$ cat src/rtl/marv32_decode_feed_ctrl_pkg.sv
// Shared types and constants for the decode feed controller slice.
package marv32_decode_feed_ctrl_pkg;

   localparam int XLEN = 32;

   // addi x0, x0, 0 -- what the decoder sees when no real instruction is available
   localparam logic [XLEN-1:0] NOP_INSTR = 32'h0000_0013;

   // RUN: no stale responses outstanding; DRAIN: wrong-path responses still to arrive
   typedef enum logic {
      RUN   = 1'b0,
      DRAIN = 1'b1
   } feed_state_t;

   // One buffered fetch response (64 bits: instruction word + its PC)
   typedef struct packed {
      logic [XLEN-1:0] instr;
      logic [XLEN-1:0] pc;
   } fetch_entry_t;

endpackage

$ cat src/rtl/marv32_decode_feed_ctrl_if.sv
// Fetch-side and decode-side signals of the decode feed controller.
//
// Handshake semantics:
//   fetch_req_allow_out is a credit: fetch_req_in may only be 1 in a cycle where allow is 1,
//   and the request is taken at that rising edge. fetch_rsp_valid_in has no back-pressure,
//   every response is taken at the edge it is presented. dec_valid_out is the valid and
//   !stall_in the ready of the decode side: the head instruction transfers at the edge
//   where both are 1. redirect_in overrides everything in its cycle.
interface marv32_decode_feed_ctrl_if;
   import marv32_decode_feed_ctrl_pkg::*;

   logic            fetch_req_allow_out;
   logic            fetch_req_in;
   logic            fetch_rsp_valid_in;
   logic [XLEN-1:0] fetch_rsp_instr_in;
   logic [XLEN-1:0] fetch_rsp_pc_in;
   logic            redirect_in;
   logic            stall_in;
   logic            dec_valid_out;
   logic [XLEN-1:0] dec_instr_out;
   logic [XLEN-1:0] dec_pc_out;
   logic            dec_flush_out;
   logic            drain_busy_out;
   feed_state_t     state_dbg;

   // Controller side
   modport slave (
      input  fetch_req_in, fetch_rsp_valid_in, fetch_rsp_instr_in, fetch_rsp_pc_in,
      input  redirect_in, stall_in,
      output fetch_req_allow_out, dec_valid_out, dec_instr_out, dec_pc_out,
      output dec_flush_out, drain_busy_out, state_dbg
   );

   // Fetch unit / pipeline side
   modport master (
      output fetch_req_in, fetch_rsp_valid_in, fetch_rsp_instr_in, fetch_rsp_pc_in,
      output redirect_in, stall_in,
      input  fetch_req_allow_out, dec_valid_out, dec_instr_out, dec_pc_out,
      input  dec_flush_out, drain_busy_out, state_dbg
   );

endinterface

$ cat src/rtl/marv32_decode_feed_ctrl_skid_fifo.sv
// Instruction buffer: DEPTH entries of {instr, pc}. No internal flow control; the
// owner guarantees no push when full and no pop when empty. clear empties it at once.
module marv32_decode_feed_ctrl_skid_fifo
   import marv32_decode_feed_ctrl_pkg::*;
#(
   parameter int DEPTH = 2
) (
   input  logic                       clk_in,
   input  logic                       rst_in,
   input  logic                       clear,
   input  logic                       push,
   input  fetch_entry_t               push_data,
   input  logic                       pop,
   output logic [$clog2(DEPTH+1)-1:0] count,
   output fetch_entry_t               head
);

   localparam int PTR_W = $clog2(DEPTH);
   localparam int BUF_W = $clog2(DEPTH+1);

   fetch_entry_t     mem [DEPTH];
   logic [PTR_W-1:0] head_ptr;
   logic [PTR_W-1:0] tail_ptr;

   // Pointer and occupancy bookkeeping; DEPTH is a power of two so pointers wrap naturally
   always_ff @(posedge clk_in or posedge rst_in) begin
      if (rst_in) begin
         head_ptr <= '0;
         tail_ptr <= '0;
         count    <= '0;
      end else if (clear) begin
         head_ptr <= '0;
         tail_ptr <= '0;
         count    <= '0;
      end else begin
         if (push) tail_ptr <= tail_ptr + PTR_W'(1);
         if (pop)  head_ptr <= head_ptr + PTR_W'(1);
         if (push && !pop)      count <= count + BUF_W'(1);
         else if (pop && !push) count <= count - BUF_W'(1);
      end
   end

   // Storage write; contents need no reset because count gates their use
   always_ff @(posedge clk_in) begin
      if (push && !clear) mem[tail_ptr] <= push_data;
   end

   assign head = mem[head_ptr];

endmodule

$ cat src/rtl/marv32_decode_feed_ctrl.sv
// Feeds fetched instructions into the decoder: issues fetch credits, buffers responses,
// presents the buffer head each cycle and discards wrong-path responses after a redirect.
module marv32_decode_feed_ctrl
#(
   parameter int          DEPTH           = 2,
   parameter int          MAX_OUTSTANDING = 2,
   parameter logic [31:0] NOP_INSTR       = marv32_decode_feed_ctrl_pkg::NOP_INSTR
) (
   input logic                        clk_in,
   input logic                        rst_in,
   marv32_decode_feed_ctrl_if.slave   bus
);
   import marv32_decode_feed_ctrl_pkg::*;

   localparam int CNT_W = $clog2(MAX_OUTSTANDING+1);
   localparam int BUF_W = $clog2(DEPTH+1);

   logic [CNT_W-1:0] live_cnt;
   logic [CNT_W-1:0] stale_cnt;
   logic [CNT_W-1:0] live_nxt;
   logic [CNT_W-1:0] stale_nxt;
   feed_state_t      state;
   logic [BUF_W-1:0] count;
   fetch_entry_t     head;
   fetch_entry_t     rsp_entry;
   logic             rsp_live;
   logic             dec_valid;
   logic             pop;

   // A response belongs to the current path only when nothing stale is still due
   assign rsp_live  = bus.fetch_rsp_valid_in && (stale_cnt == '0) && !bus.redirect_in;
   assign dec_valid = (count != '0) && !bus.redirect_in;
   assign pop       = dec_valid && !bus.stall_in;
   assign rsp_entry = '{instr: bus.fetch_rsp_instr_in, pc: bus.fetch_rsp_pc_in};

   marv32_decode_feed_ctrl_skid_fifo #(
      .DEPTH (DEPTH)
   ) u_fifo (
      .clk_in    (clk_in),
      .rst_in    (rst_in),
      .clear     (bus.redirect_in),
      .push      (rsp_live),
      .push_data (rsp_entry),
      .pop       (pop),
      .count     (count),
      .head      (head)
   );

   // Credits: a live request always has a buffer slot reserved, and total in-flight is capped
   assign bus.fetch_req_allow_out =
      ((int'(count) + int'(live_cnt)) < DEPTH) &&
      ((int'(live_cnt) + int'(stale_cnt)) < MAX_OUTSTANDING);

   // Next live/stale counts; a redirect turns every outstanding request into a stale one
   always_comb begin
      live_nxt  = live_cnt;
      stale_nxt = stale_cnt;
      if (bus.redirect_in) begin
         stale_nxt = stale_cnt + live_cnt - CNT_W'(bus.fetch_rsp_valid_in);
         live_nxt  = CNT_W'(bus.fetch_req_in);
      end else begin
         if (bus.fetch_rsp_valid_in && (stale_cnt != '0)) stale_nxt = stale_cnt - CNT_W'(1);
         live_nxt = live_cnt + CNT_W'(bus.fetch_req_in) - CNT_W'(rsp_live);
      end
   end

   // Counters and RUN/DRAIN state; DRAIN whenever stale responses remain outstanding
   always_ff @(posedge clk_in or posedge rst_in) begin
      if (rst_in) begin
         live_cnt  <= '0;
         stale_cnt <= '0;
         state     <= RUN;
      end else begin
         live_cnt  <= live_nxt;
         stale_cnt <= stale_nxt;
         state     <= (stale_nxt != '0) ? DRAIN : RUN;
      end
   end

   assign bus.dec_valid_out  = dec_valid;
   assign bus.dec_flush_out  = !dec_valid;
   assign bus.dec_instr_out  = dec_valid ? head.instr : NOP_INSTR;
   assign bus.dec_pc_out     = dec_valid ? head.pc : '0;
   assign bus.drain_busy_out = (state == DRAIN);
   assign bus.state_dbg      = state;

   // The credit rule must leave room for every live response
   a_no_overflow: assert property (@(posedge clk_in) disable iff (rst_in)
      !(rsp_live && !pop && (count == BUF_W'(DEPTH))));

   // Requests only under credit, responses only for something in flight
   a_req_legal: assert property (@(posedge clk_in) disable iff (rst_in)
      !(bus.fetch_req_in && !bus.fetch_req_allow_out));
   a_rsp_expected: assert property (@(posedge clk_in) disable iff (rst_in)
      !(bus.fetch_rsp_valid_in && (live_cnt == '0) && (stale_cnt == '0)));

endmodule

$ cat src/flat_wrapper.sv
// flat-port wrapper written by rule: the top's interface ports become plain ports
module marv32_decode_feed_ctrl_flat import marv32_decode_feed_ctrl_pkg::*;
#(
   parameter int          DEPTH           = 2,
   parameter int          MAX_OUTSTANDING = 2,
   parameter logic [31:0] NOP_INSTR       = marv32_decode_feed_ctrl_pkg::NOP_INSTR
)
  (clk_in, rst_in, bus_fetch_req_in, bus_fetch_rsp_valid_in, bus_fetch_rsp_instr_in, bus_fetch_rsp_pc_in, bus_redirect_in, bus_stall_in, bus_fetch_req_allow_out, bus_dec_valid_out, bus_dec_instr_out, bus_dec_pc_out, bus_dec_flush_out, bus_drain_busy_out, bus_state_dbg);
  marv32_decode_feed_ctrl_if bus_i ();
  input logic clk_in;
  input logic rst_in;
  input wire logic [$bits(bus_i.fetch_req_in)-1:0] bus_fetch_req_in;
  input wire logic [$bits(bus_i.fetch_rsp_valid_in)-1:0] bus_fetch_rsp_valid_in;
  input wire logic [$bits(bus_i.fetch_rsp_instr_in)-1:0] bus_fetch_rsp_instr_in;
  input wire logic [$bits(bus_i.fetch_rsp_pc_in)-1:0] bus_fetch_rsp_pc_in;
  input wire logic [$bits(bus_i.redirect_in)-1:0] bus_redirect_in;
  input wire logic [$bits(bus_i.stall_in)-1:0] bus_stall_in;
  output wire logic [$bits(bus_i.fetch_req_allow_out)-1:0] bus_fetch_req_allow_out;
  output wire logic [$bits(bus_i.dec_valid_out)-1:0] bus_dec_valid_out;
  output wire logic [$bits(bus_i.dec_instr_out)-1:0] bus_dec_instr_out;
  output wire logic [$bits(bus_i.dec_pc_out)-1:0] bus_dec_pc_out;
  output wire logic [$bits(bus_i.dec_flush_out)-1:0] bus_dec_flush_out;
  output wire logic [$bits(bus_i.drain_busy_out)-1:0] bus_drain_busy_out;
  output wire logic [$bits(bus_i.state_dbg)-1:0] bus_state_dbg;
  assign bus_i.fetch_req_in = bus_fetch_req_in;
  assign bus_i.fetch_rsp_valid_in = bus_fetch_rsp_valid_in;
  assign bus_i.fetch_rsp_instr_in = bus_fetch_rsp_instr_in;
  assign bus_i.fetch_rsp_pc_in = bus_fetch_rsp_pc_in;
  assign bus_i.redirect_in = bus_redirect_in;
  assign bus_i.stall_in = bus_stall_in;
  assign bus_fetch_req_allow_out = bus_i.fetch_req_allow_out;
  assign bus_dec_valid_out = bus_i.dec_valid_out;
  assign bus_dec_instr_out = bus_i.dec_instr_out;
  assign bus_dec_pc_out = bus_i.dec_pc_out;
  assign bus_dec_flush_out = bus_i.dec_flush_out;
  assign bus_drain_busy_out = bus_i.drain_busy_out;
  assign bus_state_dbg = bus_i.state_dbg;
  marv32_decode_feed_ctrl #(.DEPTH(DEPTH), .MAX_OUTSTANDING(MAX_OUTSTANDING), .NOP_INSTR(NOP_INSTR)) u_core (.clk_in(clk_in), .rst_in(rst_in), .bus(bus_i));
endmodule
$ cat config.mk
export PLATFORM = sky130hd
export DESIGN_NAME = marv32_decode_feed_ctrl_flat
export DESIGN_NICKNAME = d
export VERILOG_FILES = /design/src/rtl/marv32_decode_feed_ctrl_pkg.sv /design/src/rtl/marv32_decode_feed_ctrl_if.sv /design/src/rtl/marv32_decode_feed_ctrl_skid_fifo.sv /design/src/rtl/marv32_decode_feed_ctrl.sv /design/src/flat_wrapper.sv
export SDC_FILE = /design/constraint.sdc
export NUM_CORES = 1
export LEC_CHECK = 0
export CORE_MARGIN = 5
export CORE_UTILIZATION = 53
export DETAILED_ROUTE_END_ITERATION = 8
export PLACE_DENSITY = 0.85
export SETUP_SLACK_MARGIN = 0.5
export SYNTH_ARGS = -nofsm -noshare
export SYNTH_HDL_FRONTEND = slang
export SYNTH_HIERARCHICAL = 1
export SYNTH_SLANG_ARGS = --single-unit
$ cat constraint.sdc
create_clock -name clk_in -period 19.5 [get_ports clk_in]
set_input_delay 3.9 -clock clk_in [delete_from_list [all_inputs] [get_ports clk_in]]
set_output_delay 3.9 -clock clk_in [all_outputs]
set_load 0.02 [all_outputs]
Yosys cells after proc, flatten, opt, wreduce, memory -nomap -nowiden

Memories as Yosys holds them, arrays and structs flattened.
Index checks and enable logic that the tools add are counted.

Logic and storage cells: 56
Flip-flop bits (word level): 9
Memories kept: 1
Bits of input ports: 70
Bits in writable memories: 128
Output and inout port bits: 69

Memory list:

| name              | words | width | read ports | clocked after memory_dff | wr ports | line                                    | RTL |
|---|---|---|---|---|---|---|---|
| u_core.u_fifo.mem | 2     | 64    | 1          | 0                        | 1        | marv32_decode_feed_ctrl_skid_fifo.sv:21 | `fetch_entry_t mem [DEPTH];` |

$add $sub $neg: 11
Muxes and demuxes: 15
Reductions and logical operators: 21
Magnitude comparators: 2

Operators by type and width:

| cell                  | count |
|---|---|
| $lt A32 B3 Y1 const B | 2 |
| $mux W32              | 2 |
| $mux W2               | 6 |
| $reduce_bool A2 Y1    | 5 |
| $logic_and A1 B1 Y1   | 9 |
| $mux W1               | 7 |
| $add A2 B2 Y3         | 2 |
| $logic_not A1 Y1      | 5 |
| $sub A2 B1 Y2         | 2 |
| $sub A2 B1 Y2 const B | 2 |
| $reduce_bool A3 Y1    | 1 |
| $add A1 B1 Y1 const B | 2 |
| $add A2 B1 Y2         | 1 |
| $add A2 B1 Y2 const B | 1 |
| $add A2 B2 Y2         | 1 |
| $logic_not A2 Y1      | 1 |

Logic depth before layout (Yosys ltp)

Depth in word-level cells: 8
Gate-level depth with buffers: 10
Depth with buffers taken out: 9

Hierarchy

Netlist, hierarchy kept.

By module, submodules not included:

| module                            | area an instance (sq um) | times used | cells each | seq. area each (sq um) |
|---|---|---|---|---|
| marv32_decode_feed_ctrl_skid_fifo | 4835.9                   | 1          | 218        | 3943.8 |
| marv32_decode_feed_ctrl           | 944.7                    | 1          | 116        | 125.1 |

Worst setup path before layout

No wires, ideal clock.

Kind: input to register
Start point: in bus_redirect_in
End point: mem u_core/u_fifo/mem[0][0] in the netlist's numbering, enable pin
Cell stages on the path: 4
Required time: 18.921 ns
Setup slack: 9.894 ns
Arrival: 9.027 ns
Setup time: 0.579 ns
Path buffers: 1
Cell sequence: buf_6 -> inv_1 -> and3_1 -> nor3b_1

Cells in the longest elaborated chain, start to end: 5

RTL lines:

| what                          | line                                    | RTL |
|---|---|---|
| start: declaration            | flat_wrapper.sv:16                      | `input wire logic [$bits(bus_i.redirect_in)-1:0] bus_redirect_in;` |
| $logic_not A1 Y1              | marv32_decode_feed_ctrl.sv:31           | `assign rsp_live = bus.fetch_rsp_valid_in && (stale_cnt == '0) && !bus.redirect_in;` |
| $logic_and A1 B1 Y1           | marv32_decode_feed_ctrl.sv:31           |  |
| net u_core.rsp_live           | marv32_decode_feed_ctrl.sv:26           | `logic rsp_live;` |
| $logic_and A1 B1 Y1           | marv32_decode_feed_ctrl_skid_fifo.sv:45 | `if (push && !clear) mem[tail_ptr] <= push_data;` |
| $mux W1                       | marv32_decode_feed_ctrl_skid_fifo.sv:45 |  |
| $mux W1 (not written as such) | marv32_decode_feed_ctrl_skid_fifo.sv:45 |  |
| end: declaration              | marv32_decode_feed_ctrl_skid_fifo.sv:21 |  |

The timed path passes the listed nets, and every way through them passes these cells.

Worst setup path in the final report

Start point: in bus_redirect_in
End point: out bus_dec_instr_out[31]

Cells in the longest elaborated chain, start to end: 3

RTL lines:

| what                | line                          | RTL |
|---|---|---|
| $logic_not A1 Y1    | marv32_decode_feed_ctrl.sv:32 | `assign dec_valid = (count != '0) && !bus.redirect_in;` |
| $logic_and A1 B1 Y1 | marv32_decode_feed_ctrl.sv:32 |  |
| $mux W32            | marv32_decode_feed_ctrl.sv:82 | `assign bus.dec_instr_out = dec_valid ? head.instr : NOP_INSTR;` |
| end: declaration    | flat_wrapper.sv:20            | `output wire logic [$bits(bus_i.dec_instr_out)-1:0] bus_dec_instr_out;` |

No other way between the ends.

==> metrics.cfg <==
[cts]
cts_buffers = 17
htreeDepth = 4
clkTransAtPathRegs_ns = 0.06
clk_latency_ns = 0.51
clockBufferDepth = 2
postCtsSetupBuffers = 0
cts_num_sinks = 137
holdBufCountCts = 0
root_buffer = clkbuf_8
post_cts_resized = 0
cts_tree = yes

[cells_and_area]
drive_above_1_share_pct = 21.30
fin_nets = 559
nFillCells = 679
fin_cells = 633
area_delta_synth_final_pct = 35.22
mostFrequentLayoutCell = clkdlybuf4s50_1
n_antenna_cell = 0
layout_common_cells = clkdlybuf4s50_1 (138), edfxtp_1 (128), mux2_2 (65)
fin_area_mm2 = 0.007816

[critical_path]
cp.required_ns = 15.60
rr_startpoint = u_core/stale_cnt[0]$_DFF_PP0_
regToRegEndpoint = u_core/u_fifo/mem[1][21]$_DFFE_PP_
r2r_slack_ns = 16.80
criticalPathCategory = in2out
arrival_ns = 6.27
end_kind = output pin
worstPathMaxFanout = 63
critPathLaunchType = input port
reg2reg_depth = 5

[floorplan]
dieWidth_um = 114.4
dieHeight_um = 114.4
num_rows = 38
top_level_ports = 139
start_util_pct = 53.80
die-area_mm2 = 0.01310
core-area_mm2 = 0.01075

[pwr]
switching_power_uw = 224.4
power.leakage_uw = 0.002735
p_int_uw = 652.4
seq_power_share_pct = 39.6
p_per_area_mw_per_mm2 = 112.2
swShare_pct = 25.60
clkPwrFrac_pct = 36.4
irDropWorstVdd_mv = 0.05892
power_uw = 876.9
p_comb_share_pct = 24.0

[logic_synthesis]
ys_seq_elements = 137
netlist_area_mm2 = 0.005781
yosysTopAreaCell = edfxtp_1
syn-mean-instance-area_um2 = 17.31
synthDominantCellAreaShare_pct = 66.49
ys_seq_area_share_pct = 70.39
yosysUniqueCellTypes = 30
yosys-top-cells-area = edfxtp_1 (66%), mux2_2 (13%), and2_1 (6.6%)
netlist_instances = 334
syn_nets = 413
ys_warn_count = 6

[min_path]
hp-class = reg2reg
worstHoldStart = u_core/u_fifo/tail_ptr$_DFFE_PP0P_
min_to = u_core/u_fifo/tail_ptr$_DFFE_PP0P_
min_delay_path_depth = 2

[sta]
rsz0062_at_grt = no
fin_skew_ns = 0.004670
setup_tns_ns = 0
hold_viol_final = 0
slew_headroom_pct = 40.72
fmax_mhz = 98.32
slew_violations = 0
worst_pin_slew_ns = 0.8892
fin_crit_sh_pct = 52.16
setup_viol = 0
layout_min_cycle_time_ns = 10.17

[routing]
drt_pass1_iterations = 4
via_per_inst = 5.021
drc = 0
via_count = 3178
ant_nets = 0
wl_per_cell_um = 17.46
drtIter0Drc = 146
drt-total-wl_um = 11050

[status]
status = complete, no violations

[global_route]
grt_pass1_wl_um = 17240
grt_usage_pct = 17.74
grt-ovfl-total = 0
antenna_found_initial = 0
grt_max_degree = 66
grt_pass1_vias = 3469

[place]
port_buffers = 138
routabilityCongestion = 0.7177
place_hpwl_um = 7209
placed_cell_area_mm2 = 0.007216
place_inst = 601

[flow_run]
drv_cap = 0

## layer usage
layer / part of all wire (%) / track usage [%] / up-vias
li1: - / - / 1513
met1: 39 / 20.00 / 1549
met2: 52 / 30.81 / 96
met3: 5.7 / 5.074 / 20
met4: 2.5 / 8.630 / 0
met5: 0 / 0 / -
## cells in the mapped netlist (all sizes together)
master and instances:
edfxtp 128, mux2 65, and2 61, buf 15, inv 12, dfrtp 9
nor2 8, ha 7, nand2 4, or3 4, xnor2 4, xor2 3
fa 2, o21ai 2, a21oi 1, and2b 1, and3 1, and3b 1
nand3b 1, nor3b 1, nor4bb 1, o2111ai 1, o211ai 1, xor3 1
## registers in the layout (all words and copies together), names as in the netlist
register,count
u_core/bus.drain_busy_out,1
u_core/u_fifo/mem,128
u_core/u_fifo/head_ptr,1
u_core/live_cnt,2
u_core/stale_cnt,2
u_core/u_fifo/tail_ptr,1
u_core/u_fifo/count,2
## power by group through the flow
stage	logic, uW	registers [uW]	clock network (uW)
3_5_place_dp	211	353	0
3_3_place_gp	207	352	0
6_report	211	347	319
2_1_floorplan	134	354	0
4_1_cts	213	348	327
5_1_grt	226	349	340
## stage by stage
| step | utilization, % | setup WS, ns | hold slack, ns |
|---|---|---|---|
| final | 72.74 | 9.329 | 0.5950 |
| after global routing | 72.74 | 9.168 | 0.6047 |
| after CTS | 72.74 | 9.289 | 0.6007 |
| after detailed placement | 67.15 | 9.284 | 0.5809 |
| after global placement | 67.15 | 9.359 | 0.5582 |
| after floorplan | - | 9.894 | 0.5167 |
## critical path, cell delays in order
cell	delay, ns
clkdlybuf4s50_1	0.77
nor2_8	0.71
and2_1	0.25
clkdlybuf4s50_1	0.62
## worst max path at each step
stage	start	to	cells past startpoint
2_1_floorplan	bus_redirect_in	u_core/u_fifo/mem[0][0]$_DFFE_PP_	4
3_3_place_gp	bus_redirect_in	bus_dec_instr_out[31]	4
3_5_place_dp	bus_redirect_in	bus_dec_instr_out[31]	4
4_1_cts	bus_redirect_in	bus_dec_instr_out[31]	4
5_1_grt	bus_redirect_in	bus_dec_instr_out[7]	4
6_report	bus_redirect_in	bus_dec_instr_out[31]	4
## cell families after synthesis
| group | Yosys count | synth area share, % |
|---|---|---|
| compound gates | 5 | 0.6276 |
| xor+xnor | 8 | 1.472 |
| fa+ha+maj | 9 | 2.208 |
| buf+inv | 27 | 3.528 |
| flops | 137 | 70.39 |
| mux | 65 | 12.66 |
| simple gates | 83 | 9.113 |
## cell type report
class | count | area, um2 | area share (%)
Clock buffer | 20 | 425.4 | 5.443
Inverter | 12 | 45.04 | 0.5763
Timing Repair Buffer | 142 | 1411 | 18.06
Tap cell | 140 | 175.2 | 2.241
Clock inverter | 12 | 175.2 | 2.241
Sequential cell | 137 | 4070 | 52.07
Multi-Input combinational cell | 170 | 1514 | 19.37
Power figures use the tool's default switching activity.
